<file path="config.mk">
export PLATFORM = sky130hd
export DESIGN_NAME = mac_seq_ctrl
export DESIGN_NICKNAME = d
export VERILOG_FILES = /design/src/rtl/mac_ctrl_pkg.sv /design/src/rtl/mac_len_cnt.sv /design/src/rtl/mac_seq_ctrl.sv
export SDC_FILE = /design/constraint.sdc
export NUM_CORES = 1
export LEC_CHECK = 0
export BUFFER_PORTS_ARGS = -buffer_cell sky130_fd_sc_hd__buf_2
export CAP_MARGIN = 10
export CORE_MARGIN = 4
export CORE_UTILIZATION = 35
export CTS_BUF_LIST = sky130_fd_sc_hd__clkbuf_8
export DETAILED_ROUTE_END_ITERATION = 10
export PLACE_DENSITY = 0.78
export SKIP_CTS_REPAIR_TIMING = 1
export SYNTH_ARGS = -nofsm -noshare
export SYNTH_HDL_FRONTEND = slang
export SYNTH_HIERARCHICAL = 1
export SYNTH_SLANG_ARGS = --single-unit
</file>
<file path="constraint.sdc">
create_clock -name clk -period 5.2 [get_ports clk]
set_input_delay 1.04 -clock clk [delete_from_list [all_inputs] [get_ports clk]]
set_output_delay 1.04 -clock clk [all_outputs]
set_load 0.01 [all_outputs]
</file>
<file path="src/rtl/mac_ctrl_pkg.sv">
// mac_ctrl_pkg: shared widths and FSM state encoding for the MAC sequencer
// Ports: none (package)
package mac_ctrl_pkg;
  localparam int DEF_DATA_W = 8;
  localparam int DEF_ACC_W = 32;
  localparam int DEF_LEN_W = 8;
  typedef enum logic [2:0] {IDLE, CLEAR, RUN, CAPTURE, OUT} state_e;
endpackage

</file>
<file path="src/rtl/mac_len_cnt.sv">
// mac_len_cnt: loadable down-counter tracking operand pairs still owed to the MAC
// Ports: clk, rst (sync, high) | load, load_val -> preset | dec -> count down | cnt, last (cnt==1)
module mac_len_cnt #(
  parameter int LEN_W = 8
) (
  input  logic             clk,
  input  logic             rst,
  input  logic             load,
  input  logic [LEN_W-1:0] load_val,
  input  logic             dec,
  output logic [LEN_W-1:0] cnt,
  output logic             last
);
  always_ff @(posedge clk)
    if (rst) cnt <= '0;
    else if (load) cnt <= load_val;
    else if (dec) cnt <= cnt - 1'b1;
  assign last = cnt == LEN_W'(1);
endmodule

</file>
<file path="src/rtl/mac_seq_ctrl.sv">
// mac_seq_ctrl: sequences one MAC job (clear, stream len operand pairs, capture, hand off result)
// Ports: clk, rst (sync, high) | start, len, busy -> job control
//        in_valid, in_ready, in_a, in_b -> operand stream
//        mac_clear, mac_en, mac_a, mac_b, mac_acc -> MAC interface
//        out_valid, out_ready, out_data -> result port
module mac_seq_ctrl
  import mac_ctrl_pkg::*;
#(
  parameter int DATA_W = DEF_DATA_W,
  parameter int ACC_W = DEF_ACC_W,
  parameter int LEN_W = DEF_LEN_W
) (
  input  logic              clk,
  input  logic              rst,
  input  logic              start,
  input  logic [LEN_W-1:0]  len,
  output logic              busy,
  input  logic              in_valid,
  output logic              in_ready,
  input  logic [DATA_W-1:0] in_a,
  input  logic [DATA_W-1:0] in_b,
  output logic              mac_clear,
  output logic              mac_en,
  output logic [DATA_W-1:0] mac_a,
  output logic [DATA_W-1:0] mac_b,
  input  logic [ACC_W-1:0]  mac_acc,
  output logic              out_valid,
  input  logic              out_ready,
  output logic [ACC_W-1:0]  out_data
);
  localparam logic [2:0] S_IDLE = IDLE;
  localparam logic [2:0] S_CLEAR = CLEAR;
  localparam logic [2:0] S_RUN = RUN;
  localparam logic [2:0] S_CAPTURE = CAPTURE;
  localparam logic [2:0] S_OUT = OUT;
  logic [2:0] state, state_nxt;
  logic [LEN_W-1:0] cnt;
  logic last, beat;
  mac_len_cnt #(.LEN_W(LEN_W)) u_cnt (
    .clk(clk),
    .rst(rst),
    .load(state == S_IDLE && start),
    .load_val(len),
    .dec(beat),
    .cnt(cnt),
    .last(last)
  );
  // handshake outputs decode state only, so in_valid never reaches in_ready
  assign in_ready = state == S_RUN;
  assign beat = in_ready && in_valid;
  assign mac_en = beat;
  assign mac_clear = state == S_CLEAR;
  assign busy = state != S_IDLE;
  assign out_valid = state == S_OUT;
  assign mac_a = in_a;
  assign mac_b = in_b;
  always_comb begin
    state_nxt = state == S_IDLE    ? (start ? S_CLEAR : S_IDLE)
              : state == S_CLEAR   ? (cnt != '0 ? S_RUN : S_CAPTURE)
              : state == S_RUN     ? (beat && last ? S_CAPTURE : S_RUN)
              : state == S_CAPTURE ? S_OUT
              : state == S_OUT     ? (out_ready ? S_IDLE : S_OUT)
              : S_IDLE;
  end
  always_ff @(posedge clk)
    if (rst) begin
      state <= S_IDLE;
      out_data <= '0;
    end else begin
      state <= state_nxt;
      if (state == S_CAPTURE) out_data <= mac_acc;
    end
endmodule

</file>
# Word-level counts from Yosys, hierarchy flattened
# Cells that the tools add are included.
# totals
reg_bits	43
out_inout_bits	53
wordCells	27
# classes
n_addsub	1
eq_ne	5
mux	11
n_reduce_logical	7
# ops
op	n
3-bit 2-to-1 mux	6
8-bit 2-to-1 mux	2
8-bit by 1-bit equality test with 1-bit output (second input constant)	1
8-bit nonzero test	1
8-bit by 1-bit subtractor with 8-bit output (second input constant)	1
3-bit by 2-bit equality test with 1-bit output (second input constant)	2
3-bit by 1-bit equality test with 1-bit output (second input constant)	1
3-bit equality test (second input constant)	1
1-bit logical AND	3
3-bit zero test	1
1-bit 2-to-1 mux	3
3-bit nonzero test	1
2-bit nonzero test	1

# Logic depth before layout (Yosys ltp)
# depth
word_depth	7
depth_mapped	7
mapped_depth_nobuf	6

# Modules after synthesis
# Netlist, hierarchy kept.
# modules_own_cells
mod	instances	cells_per_inst	area_each_um2
mac_seq_ctrl	1	180	1540.2
mac_len_cnt	1	56	473.0

# Worst setup path before layout
# No wires, ideal clock.
# synth_path
kind	in2reg
startpoint	input port in_valid
endpoint	register u_cnt.cnt[4]
setup_time_ns	0.091
t_arrival_ns	2.287
required_time_ns	5.109
slack_ns	2.822
stages	5
n_path_buf	1
path_cell_list	and2_1 buf_2 nand2_1 or4_2 a311oi_1
# synth_between
elab_chain_cells	2
# synth_lines
element	line_no	source
start, declared	mac_seq_ctrl.sv:18	input logic in_valid,
1-bit logical AND	mac_seq_ctrl.sv:50	assign beat = in_ready && in_valid;
2-bit nonzero test (no source line)	-	
end signal, assigned	mac_len_cnt.sv:16	else if (load) cnt <= load_val;
end signal, assigned	mac_len_cnt.sv:17	else if (dec) cnt <= cnt - 1'b1;
end, declared	mac_len_cnt.sv:11	output logic [LEN_W-1:0] cnt,
# No other way between the ends.
# A chain may end at the register's enable or synchronous reset.

# Final worst setup path
# layout_path
startpoint	register state[1]
endpoint	output port mac_en
# layout_between
elab_chain_cells	2
# layout_lines
element	line_no	source
start, declared	mac_seq_ctrl.sv:36	logic [2:0] state, state_nxt;
start signal, assigned	mac_seq_ctrl.sv:70	state <= state_nxt;
3-bit by 2-bit equality test with 1-bit output	mac_seq_ctrl.sv:49	assign in_ready = state == S_RUN;
1-bit logical AND	mac_seq_ctrl.sv:50	
end, declared	mac_seq_ctrl.sv:23	output logic mac_en,
# No other way between the ends.

==> flow_metrics.env <==
export IMPL_hold_viol=0
export IMPL_finalPower_mw=1.05
export IMPL_core_sq_um=5540
export IMPL_track_usage_pct=12.3
export IMPL_synth_distinct_cells=41
export IMPL_rrSetupSlack_ns=2.85
export IMPL_cts_sinks=43
export IMPL_power_density_nw_per_um2=435
export IMPL_cts_root_buf="clkbuf_8"
export IMPL_first_iter_violations=34
export IMPL_status="complete, no violations"
export IMPL_synth_flop_cell="dfxtp_1"
export IMPL_period_needed_ns=2.76
export IMPL_cts_clk_slew_worst_paths_ns=0.08
export IMPL_r2r_start="state[1]"
export IMPL_grt_overflow_total=0
export IMPL_clock_latency_ns=0.29
export IMPL_finalSetupViolations=0
export IMPL_end_kind="output port"
export IMPL_drive_gt1_share_pct=38.2
export IMPL_hold_depth=2
export IMPL_worst_pin_slew_ns=1.14
export IMPL_grt_setup_unrepaired="false"
export IMPL_synth_top_area_share_pct=42.8
export IMPL_nets=355
export IMPL_start_util_pct=36.3
export IMPL_cts_tree="yes"
export IMPL_n_antenna_cell=0
export IMPL_async_flop_share_pct=0
export IMPL_routabilityCongestion=0.772
export IMPL_wl_um=4440
export IMPL_synth_fp_nets=299
export IMPL_hold_start="out_data[23]"
export IMPL_dp_hpwl_um=3180
export IMPL_drv_slew=0
export IMPL_grt_antenna_before_repair=0
export IMPL_netlist_area_sq_um=2010
export IMPL_p_leak_nw=1.02
export IMPL_yosys_warnings=6
export IMPL_worstPathArrival_ns=1.72
export IMPL_ys_seq_area_share_pct=42.8
export IMPL_drc=0
export IMPL_grt_start_max_net_pins=47
export IMPL_wl_per_cell_um=12.2
export IMPL_die_area_sq_um=7030
export IMPL_area_delta_synth_final_pct=19.3
export IMPL_avgViaCountPerCell=4.75
export IMPL_cp_required_ns=4.16
export IMPL_synth_seq_cells=43
export IMPL_synth_area_top_cells="dfxtp_1 43%, nand2_1 13%, a21oi_2 7.4%"
export IMPL_max_vdd_ir_drop_uv=263
export IMPL_relSlewSlack_pct=24.3
export IMPL_io_buffers=81
export IMPL_io_pins=114
export IMPL_grt_pass1_wl_um=7150
export IMPL_cp_start_kind="register"
export IMPL_rr_endpoint="u_cnt/cnt[4]"
export IMPL_tns_ns=0
export IMPL_grt_pass1_vias=1542
export IMPL_synth_edf_count=0
export IMPL_first_pass_iters=4
export IMPL_hold_path_class="register to register"
export IMPL_min_to="out_data[23]"
export IMPL_cts_buffers=5
export IMPL_htree_levels=2
export IMPL_die_y_um=83.8
export IMPL_critical_path_max_fanout=11
export IMPL_max_freq_mhz=362
export IMPL_num_vias=1732
export IMPL_fin_skew_ns=0.00715
export IMPL_worstSetupPathType="register to output port"
export IMPL_synth_avg_cell_area_sq_um=8.53
export IMPL_clk_path_buf_depth=2
export IMPL_antenna_left=0
export IMPL_maxCapViolations=0
export IMPL_yosysTopAreaCell="dfxtp_1"
export IMPL_die_w_um=83.8
export IMPL_r2r_cells=5
export IMPL_num_rows=27
export IMPL_synth_cells=236
export IMPL_min_period_over_period_pct=53.1
kinds of logic after synthesis:
| kind of cell | synth area share (%) |
|---|---|
| AOI/OAI and AO/OA | 17.4 |
| xor gates and xnor gates | 1.74 |
| adders and majority gates | 1.24 |
| buffers and inverters | 12.9 |
| DFF | 42.8 |
| and+or+nand+nor | 24.0 |
layer usage:
layer	part of all wire [%]	global-route usage, %	wire length, um
met3	8.7	3.95	386
met4	0.79	3.65	35
met1	44	15.4	1940
met2	47	20.0	2080
met5	0	0	0
worst max path at each step:
stage          startpoint      endpoint  slack [ns]  cells after the start
4_1_cts          state[1]        mac_en        2.45                      3
5_1_grt          state[1]        mac_en        2.35                      3
3_5_place_dp     in_valid        mac_en        2.50                      3
2_1_floorplan    in_valid  u_cnt/cnt[4]        2.82                      5
6_report         state[1]        mac_en        2.44                      3
3_3_place_gp     in_valid        mac_en        2.53                      3
power breakdown:
part	switching [mW]	leakage, nW	total, mW	internal (mW)
registers	0.0624	0.349	0.444	0.382
logic	0.166	0.602	0.301	0.136
clock network	0.110	0.0695	0.300	0.190
total	0.338	1.02	1.05	0.708
stage by stage:
step / cell area (sq um) / cells / utilization (%) / hold slack (ns) / setup WS [ns]
finish: 2400 / 365 / 43.3 / 0.454 / 2.44
global route: 2400 / 365 / 43.3 / 0.479 / 2.35
CTS: 2400 / 365 / 43.3 / 0.457 / 2.45
detailed placement: 2270 / 357 / 40.9 / 0.445 / 2.50
global placement: 2270 / 357 / 40.9 / 0.438 / 2.53
floorplan: 2010 / 236 / - / 0.481 / 2.82
Yosys cell counts (all sizes together) (3+ instances only):
library cell  instances
nand2                70
dfxtp                43
a21oi                36
buf                  30
nor2                  7
inv                   5
nor3b                 4
a311oi                3
nor3                  3
or4                   3
area by class of cell:
type | instances | area (sq um)
timing repair buffer | 81 | 405
tap | 72 | 90.1
multi-input combinational | 156 | 893
clock inverter | 3 | 63.8
sequential | 43 | 861
fill | 573 | 3140
inverter | 5 | 18.8
clock buffer | 5 | 68.8
cell usage in the layout (no fill, tap or decap), types with 2 or more instances in the layout:
cell	n
bufinv_16	2
xnor2_1	2
clkbuf_8	5
nor3b_1	4
nor3_1	3
xor2_1	2
a211oi_1	2
a311oi_1	3
nor2_1	7
nand2_1	70
dfxtp_1	43
a21oi_2	17
a21oi_1	19
ha_1	2
inv_1	6
nor4b_1	2
nor4_1	2
buf_2	81
critical path: stages, from the launching register on:
cell and delay, ns:
dfxtp_1 0.52, nor3b_1 0.33, and2_1 0.38, buf_2 0.20
state kept, by name (all words and copies together), names as in the netlist:
signal     cells
out_data      32
state          3
u_cnt/cnt      8
(Power assumes the default switching activity.)
